### src/rtl/routing_table_target.sv
// routing_table_target: programmable source-ID to return-path table with registered lookup and miss counter
// Ports: clk/rst_n; lookup lk_req/lk_src/lk_gnt -> lk_valid/lk_path/lk_miss, lk_ack;
//        programming cfg_we/cfg_addr/cfg_path/cfg_vld/cfg_clr; debug miss_cnt/miss_cnt_clr.
module routing_table_target #(
  parameter int SOURCEWD = 4,
  parameter int PATHWD = 7,
  parameter logic [(2**SOURCEWD)*PATHWD-1:0] INIT_PATHS = '0,
  parameter logic [(2**SOURCEWD)-1:0] INIT_VALID = '0,
  parameter logic [PATHWD-1:0] DEFAULT_PATH = '0,
  parameter int MISSCNTWD = 8
) (
  input  logic                 clk,
  input  logic                 rst_n,
  input  logic                 lk_req,
  input  logic [SOURCEWD-1:0]  lk_src,
  output logic                 lk_gnt,
  output logic                 lk_valid,
  output logic [PATHWD-1:0]    lk_path,
  output logic                 lk_miss,
  input  logic                 lk_ack,
  input  logic                 cfg_we,
  input  logic [SOURCEWD-1:0]  cfg_addr,
  input  logic [PATHWD-1:0]    cfg_path,
  input  logic                 cfg_vld,
  input  logic                 cfg_clr,
  output logic [MISSCNTWD-1:0] miss_cnt,
  input  logic                 miss_cnt_clr
);
  localparam int NENTRIES = 2**SOURCEWD;
  logic [PATHWD-1:0] path_q [NENTRIES];
  logic [NENTRIES-1:0] valid_q;
  logic accept, hit;
  assign lk_gnt = !lk_valid || lk_ack;
  assign accept = lk_req && lk_gnt;
  assign hit = valid_q[lk_src];
  // Table reads use the pre-edge contents, so a same-cycle write is seen only by later lookups.
  always_ff @(posedge clk or negedge rst_n) begin
    if (!rst_n) begin
      for (int i = 0; i < NENTRIES; i++) path_q[i] <= INIT_PATHS[i*PATHWD +: PATHWD];
      valid_q <= INIT_VALID;
      lk_valid <= 1'b0;
      lk_path <= '0;
      lk_miss <= 1'b0;
      miss_cnt <= '0;
    end else begin
      if (cfg_we) begin
        path_q[cfg_addr] <= cfg_path;
        valid_q[cfg_addr] <= cfg_vld;
      end
      // Later assignment wins: a clear overrides a same-cycle valid write.
      if (cfg_clr) valid_q <= '0;
      if (lk_gnt) lk_valid <= lk_req;
      if (accept) begin
        lk_path <= hit ? path_q[lk_src] : DEFAULT_PATH;
        lk_miss <= !hit;
      end
      miss_cnt <= miss_cnt_clr ? '0 : (accept && !hit && !(&miss_cnt)) ? miss_cnt + 1'b1 : miss_cnt;
    end
  end
endmodule

### config.mk
export PLATFORM = sky130hd
export DESIGN_NAME = routing_table_target
export DESIGN_NICKNAME = d
export VERILOG_FILES = /design/src/rtl/routing_table_target.sv
export SDC_FILE = /design/constraint.sdc
export NUM_CORES = 1
export LEC_CHECK = 0
export BUFFER_PORTS_ARGS = -buffer_cell sky130_fd_sc_hd__buf_2
export CORE_MARGIN = 5
export CORE_UTILIZATION = 55
export DETAILED_ROUTE_END_ITERATION = 16
export PLACE_DENSITY_LB_ADDON = 0.08
export SYNTH_ARGS = -nofsm -noshare
export SYNTH_HDL_FRONTEND = slang
export SYNTH_SLANG_ARGS = --single-unit
### constraint.sdc
create_clock -name clk -period 5.2 [get_ports clk]
set_input_delay 0.52 -clock clk [delete_from_list [all_inputs] [get_ports clk]]
set_output_delay 0.52 -clock clk [all_outputs]
set_load 0.005 [all_outputs]
==> impl_metrics.json, run 1 <==
{
  "vias": 3889,
  "synth.area.top_cells": "dfrtp_1 55%, mux2_2 19%, mux4_2 13%",
  "synth-simple-area-share_pct": 5.57,
  "antenna_found_initial": 0,
  "yosysTopAreaCell": "dfrtp_1",
  "setup_violations": 0,
  "die_area_sq_mm": 0.0144,
  "relSlewSlack_pct": 24.4,
  "period_share_pct": 52.1,
  "synth_compound_area_share_pct": 2.11,
  "p_clk_share_pct": 41.1,
  "numCtsBuffers": 17,
  "drt-total-wl_mm": 13.7,
  "clock_skew_ns": 0.00726,
  "fp.dieW_um": 120,
  "syn_to_final_growth_pct": 13.9,
  "startpoint_type": "input pin",
  "hold_viol": 0,
  "rsz0062_at_grt": "no",
  "worstPathMaxFanout": 34,
  "grt_first_pass_wirelength_mm": 23.2,
  "synthXorXnorAreaFrac_pct": 0,
  "ys_ff_latch": 145,
  "hpwl_mm": 8.94,
  "grt_max_degree": 105,
  "drc": 0,
  "crit_type": "in2reg",
  "design_area_sq_mm": 0.00757,
  "num-fill-cells": 891,
  "routabilityCongestion": 0.769,
  "clock_sinks": 145,
  "stdcell_count": 647,
  "ys_seq_area_share_pct": 54.6,
  "firstDrtPassIters": 6,
  "cts-root-buf": "clkbuf_16",
  "track_usage_pct": 21.3,
  "initial_utilization_pct": 55.8,
  "layout_commonest_cell": "dfrtp_1",
  "io_pins": 41,
  "p_leak_nw": 3.37,
  "antenna_cells": 0,
  "final.setup.tns_ns": 0,
  "avgSynthCellArea_sq_um": 14.6,
  "ctsResizeCount": 0,
  "powerDensity_mw_per_mm2": 430,
  "drive_gt1_share_pct": 45.2,
  "synth_top_family_by_area": "multiplexers",
  "netlist_area_sq_mm": 0.00665,
  "drt_iter0_drc": 236,
  "coreArea_sq_mm": 0.0119,
  "rows": 40,
  "worst_slew_pin_slew_ns": 1.13,
  "status": "completed",
  "mostFrequentLayoutCells": "145 x dfrtp_1, 115 x mux2_2, 39 x buf_2, 37 x mux4_2, 30 x nor2_1",
  "cts.path.max_buffers": 2,
  "setup.worst_path.end_class": "flop",
  "p_int_mw": 2.52,
  "h-tree-depth": 4,
  "min_path_type": "in2async",
  "ys_types": 32,
  "fin_nets": 511,
  "yosysWarningCount": 0,
  "max_freq_ghz": 0.369,
  "portBuffers": 40,
  "dpl_cell_area_sq_mm": 0.00692,
  "pwr-share-seq_pct": 44.4,
  "arrival_ns": 3.01,
  "synth_top_area_share_pct": 54.6,
  "syn_inst": 455,
  "p_comb_share_pct": 14.5,
  "synth-adder-area-share_pct": 0.188,
  "post_cts_buffers": 0,
  "clock_latency_ns": 0.42,
  "cts_tree": "done",
  "finalCriticalPeriod_ns": 2.71,
  "drtAntennaViolNets": 0,
  "ctsHoldBuffers": 0,
  "dieHeight_um": 120,
  "drt-vias-per-instance": 6.01,
  "synth.mux.area_fraction_pct": 35.2,
  "wl_per_cell_um": 21.2,
  "grt.overflow.total": 0,
  "path_clk_slew_ns": 0.06,
  "syn_nets": 479,
  "drv_cap": 0,
  "dp_cells": 615,
  "sw_frac_of_total_pct": 22.7,
  "required_ns": 5.50,
  "maxSlewViolCount": 0,
  "grt_pass1_vias": 4142,
  "ir_drop_v": 0.000271,
  "p_sw_mw": 0.739
}
-- flip-flops by register name, summed over array words and instances (netlist names) --
signal	count
miss_cnt	8
lk_miss	1
valid_q	16
lk_path	7
path_q	112
lk_valid	1
-- critical path, stage by stage --
cell and delay [ns]:
buf_2 0.70, mux4_2 0.41, and2_4 0.17, o32a_1 0.48, nor4_1 0.34, mux2_1 0.35
-- final cells by class --
class                           count  area [sq um]  area share (%)
Clock buffer                       20           467            6.16
Inverter                            9          33.8           0.446
Sequential cell                   145          3630            47.9
Tap cell                          147           184            2.43
Multi-Input combinational cell    273          2860            37.8
Clock inverter                     12           185            2.44
Timing Repair Buffer               41           214            2.82
-- cells by family after synthesis --
kind of cell | after synthesis
buffers and inverters | 37
adders and majority gates | 1
AOI/OAI and AO/OA | 23
DFF | 145
muxes | 173
and+or+nand+nor | 76
-- synth_stat cells (all sizes together) --
master / n
dfrtp: 145
mux2: 116
mux4: 37
nor2: 30
clkbuf: 20
mux2i: 20
nand2: 12
o21ai: 10
inv: 9
buf: 8
nand3: 8
nand2b: 7
a21oi: 5
nor2b: 4
or3: 4
o31ai: 3
or4: 3
and3: 2
nand3b: 2
and2: 1
ha: 1
nand4: 1
nor3b: 1
nor4: 1
o211ai: 1
o21bai: 1
o2bb2ai: 1
o32a: 1
o32ai: 1
-- path summary, 6_finish.rpt --
kind	startpoint	endpoint	slack, ns	cells past startpoint
hold reg to reg	lk_path[2]	lk_path[2]	0.47	2
setup / recovery	lk_src[2]	miss_cnt[6]	2.49	6
min in group clk	lk_req	lk_valid	0.33	2
setup reg to reg	valid_q[8]	miss_cnt[6]	2.88	5
hold / removal	rst_n	path_q[72]	0.21	1
max in group asynchronous	rst_n	valid_q[8]	3.91	2
-- power groups by stage --
stage	combinational [mW]	clock [mW]	sequential, mW
6_report	0.471	1.34	1.45
5_1_grt	0.519	1.41	1.47
4_1_cts	0.478	1.36	1.45
3_5_place_dp	0.477	0	1.46
3_3_place_gp	0.458	0	1.45
2_1_floorplan	0.361	0	1.43
-- metrics by stage --
step                      power, mW  worst slack [ns]  utilization, %  hold WS, ns
after global routing           3.41              2.38            63.6        0.281
after CTS                      3.29              2.51            63.6        0.251
final                          3.26              2.49            63.6        0.207
after detailed placement       1.94              2.07            58.1        0.465
after floorplan                1.79              2.77               -        0.224
after global placement         1.91              2.12            58.1        0.457
-- metal layers --
metal	routed length [um]	vias to the layer above	track usage (%)
met1	6360	2058	30.5
met5	0	-	0
met3	530	22	4.34
met4	248	0	7.59
met2	6610	78	32.5
li1	-	1731	-
Power figures use the tool's default switching activity.
==> run 2: changes to the inputs <==
ABC_AREA = 1   (was not set)
clock period = 2.3 ns   (was 5.2 ns; I/O delays follow)
==> impl_metrics.json, run 2 <==
{
  "die_area_sq_mm": 0.0149,
  "max_freq_ghz": 0.600,
  "setup.worst_path.end_class": "flop",
  "numCtsBuffers": 17,
  "post_cts_buffers": 0,
  "synthArstFlopShare_pct": 100,
  "ctsHoldBuffers": 1,
  "design_area_sq_mm": 0.00777,
  "final.setup.tns_ns": 0,
  "pre_cts_slack_ns": 0.600,
  "rows": 41,
  "arrival_ns": 1.97,
  "clock_latency_ns": 0.42,
  "relSlewSlack_pct": 50.3,
  "rsz0062_at_grt": "no",
  "drt_iter0_drc": 630,
  "dpl_cell_area_sq_mm": 0.00719,
  "powerDensity_mw_per_mm2": 884,
  "hold_viol": 0,
  "maxSlewViolCount": 0,
  "required_ns": 2.60,
  "syn_inst": 860,
  "hpwl_mm": 11.8,
  "drive_gt1_share_pct": 10.4,
  "avgSynthCellArea_sq_um": 8.06,
  "synth_top_area_share_pct": 52.3,
  "worst_slew_pin_slew_ns": 0.744,
  "vias": 5836,
  "ys_types": 30,
  "syn_to_final_growth_pct": 12.2,
  "fin_util_pct": 62.4,
  "worstPathMaxFanout": 9,
  "min_path_type": "in2reg",
  "antenna_found_initial": 0,
  "yosysWarningCount": 0,
  "top_register": "path_q",
  "synth.area.top_cells": "dfrtp_1 52%, nand2_1 12%, o21ai_0 10%",
  "mostFrequentLayoutCells": "215 x nand2_1, 145 x dfrtp_1, 138 x o21ai_0, 92 x inv_1, 63 x nor2_1",
  "portBuffers": 40,
  "drt-total-wl_mm": 17.1,
  "yosysTopAreaCell": "dfrtp_1",
  "h-tree-depth": 4,
  "initial_utilization_pct": 55.6,
  "ir_drop_v": 0.000834,
  "largest_reg_flops": 112,
  "grt_first_pass_wirelength_mm": 29.0,
  "status": "completed",
  "clock_skew_ns": 0.00574,
  "power_mw": 6.87,
  "antenna_cells": 0,
  "drtAntennaViolNets": 0,
  "drt-vias-per-instance": 5.47,
  "routabilityCongestion": 0.880,
  "fin_ws_ns": 0.633,
  "grt_max_degree": 70,
  "syn_nets": 884,
  "drc": 0,
  "fp.dieW_um": 122,
  "cts-root-buf": "clkbuf_16",
  "dieHeight_um": 122,
  "synth_most_common_cell": "nand2_1",
  "synthTopCellsByCount": "215 x nand2_1, 145 x dfrtp_1, 138 x o21ai_0",
  "wl_per_cell_um": 16.1,
  "path_clk_slew_ns": 0.06,
  "setup_violations": 0,
  "ys_ff_latch": 145,
  "ctsResizeCount": 0,
  "synthFlopType": "dfrtp_1",
  "fin_nets": 905,
  "period_share_pct": 72.5,
  "startpoint_type": "flop",
  "finalCriticalPeriod_ns": 1.67,
  "grt.overflow.total": 0,
  "ys_seq_area_share_pct": 52.3,
  "netlist_area_sq_mm": 0.00693,
  "drv_cap": 0,
  "cts.path.max_buffers": 2,
  "coreArea_sq_mm": 0.0125,
  "p_leak_nw": 3.74,
  "cts_tree": "done",
  "grt_pass1_vias": 5828,
  "clock_sinks": 145,
  "firstDrtPassIters": 6,
  "io_pins": 41,
  "layout_commonest_cell": "nand2_1",
  "reg_top3": "path_q (112), valid_q (16), miss_cnt (8)",
  "synth-edff-count": 0,
  "track_usage_pct": 25.1,
  "crit_type": "reg2reg"
}
==> run 2: cell families (layout without fill, tap and decap cells) <==
family,count (synthesis),after routing,share of synthesized area [%]
xor+xnor,2,2,0.253
fa+ha+maj,1,1,0.180
compound gates,212,212,16.8
flops,145,145,52.3
buf+inv,145,179,9.19
simple gates,355,355,21.2
==> run 2: metal layers <==
| layer | wire length (um) | track usage [%] |
|---|---|---|
| met5 | 0 | 0 |
| met4 | 494 | 10.4 |
| met3 | 730 | 5.71 |
| met1 | 7590 | 32.9 |
| met2 | 8330 | 40.5 |
==> run 2: final timing paths <==
check / endpoint / startpoint / slack [ns] / depth (start not counted)
worst max-delay path: miss_cnt[7] / miss_cnt[0] / 0.63 / 10
min in group asynchronous: path_q[27] / rst_n / 0.33 / 2
max in group asynchronous: path_q[68] / rst_n / 1.23 / 3
worst min-delay path: lk_valid / lk_ack / 0.09 / 4
worst max register to register: miss_cnt[7] / miss_cnt[0] / 0.63 / 10
worst min register to register: path_q[55] / path_q[55] / 0.48 / 2
==> run 2: stage by stage <==
step / std cells / hold slack [ns]
detailed placement: 1033 / 0.218
floorplan: 860 / -0.0656
CTS: 1066 / 0.0759
finish: 1066 / 0.0865
global route: 1066 / 0.118
global placement: 1033 / 0.216
==> run 2: power by group <==
group          internal [mW]  switching, mW  total, mW
Clock                   1.62           1.03       2.65
Combinational          0.361          0.643       1.00
Sequential              3.02          0.203       3.22
==> run 2: area by class of cell <==
class	count	area [sq um]
Multi-Input combinational cell	570	2670
Tap cell	172	215
Fill cell	1099	4690
Clock buffer	23	498
Clock inverter	9	80.1
Sequential cell	145	3630
Inverter	94	353
Timing Repair Buffer	53	334
==> run 2: critical path, stage by stage, from the launching register on <==
cell,delay [ns]
dfrtp_1,0.42
ha_1,0.19
nand2_1,0.08
nor2_1,0.16
nand3_1,0.11
nor2_1,0.10
nor2_1,0.08
nand3_4,0.17
nand2_4,0.10
nand2_1,0.10
nand2_1,0.06
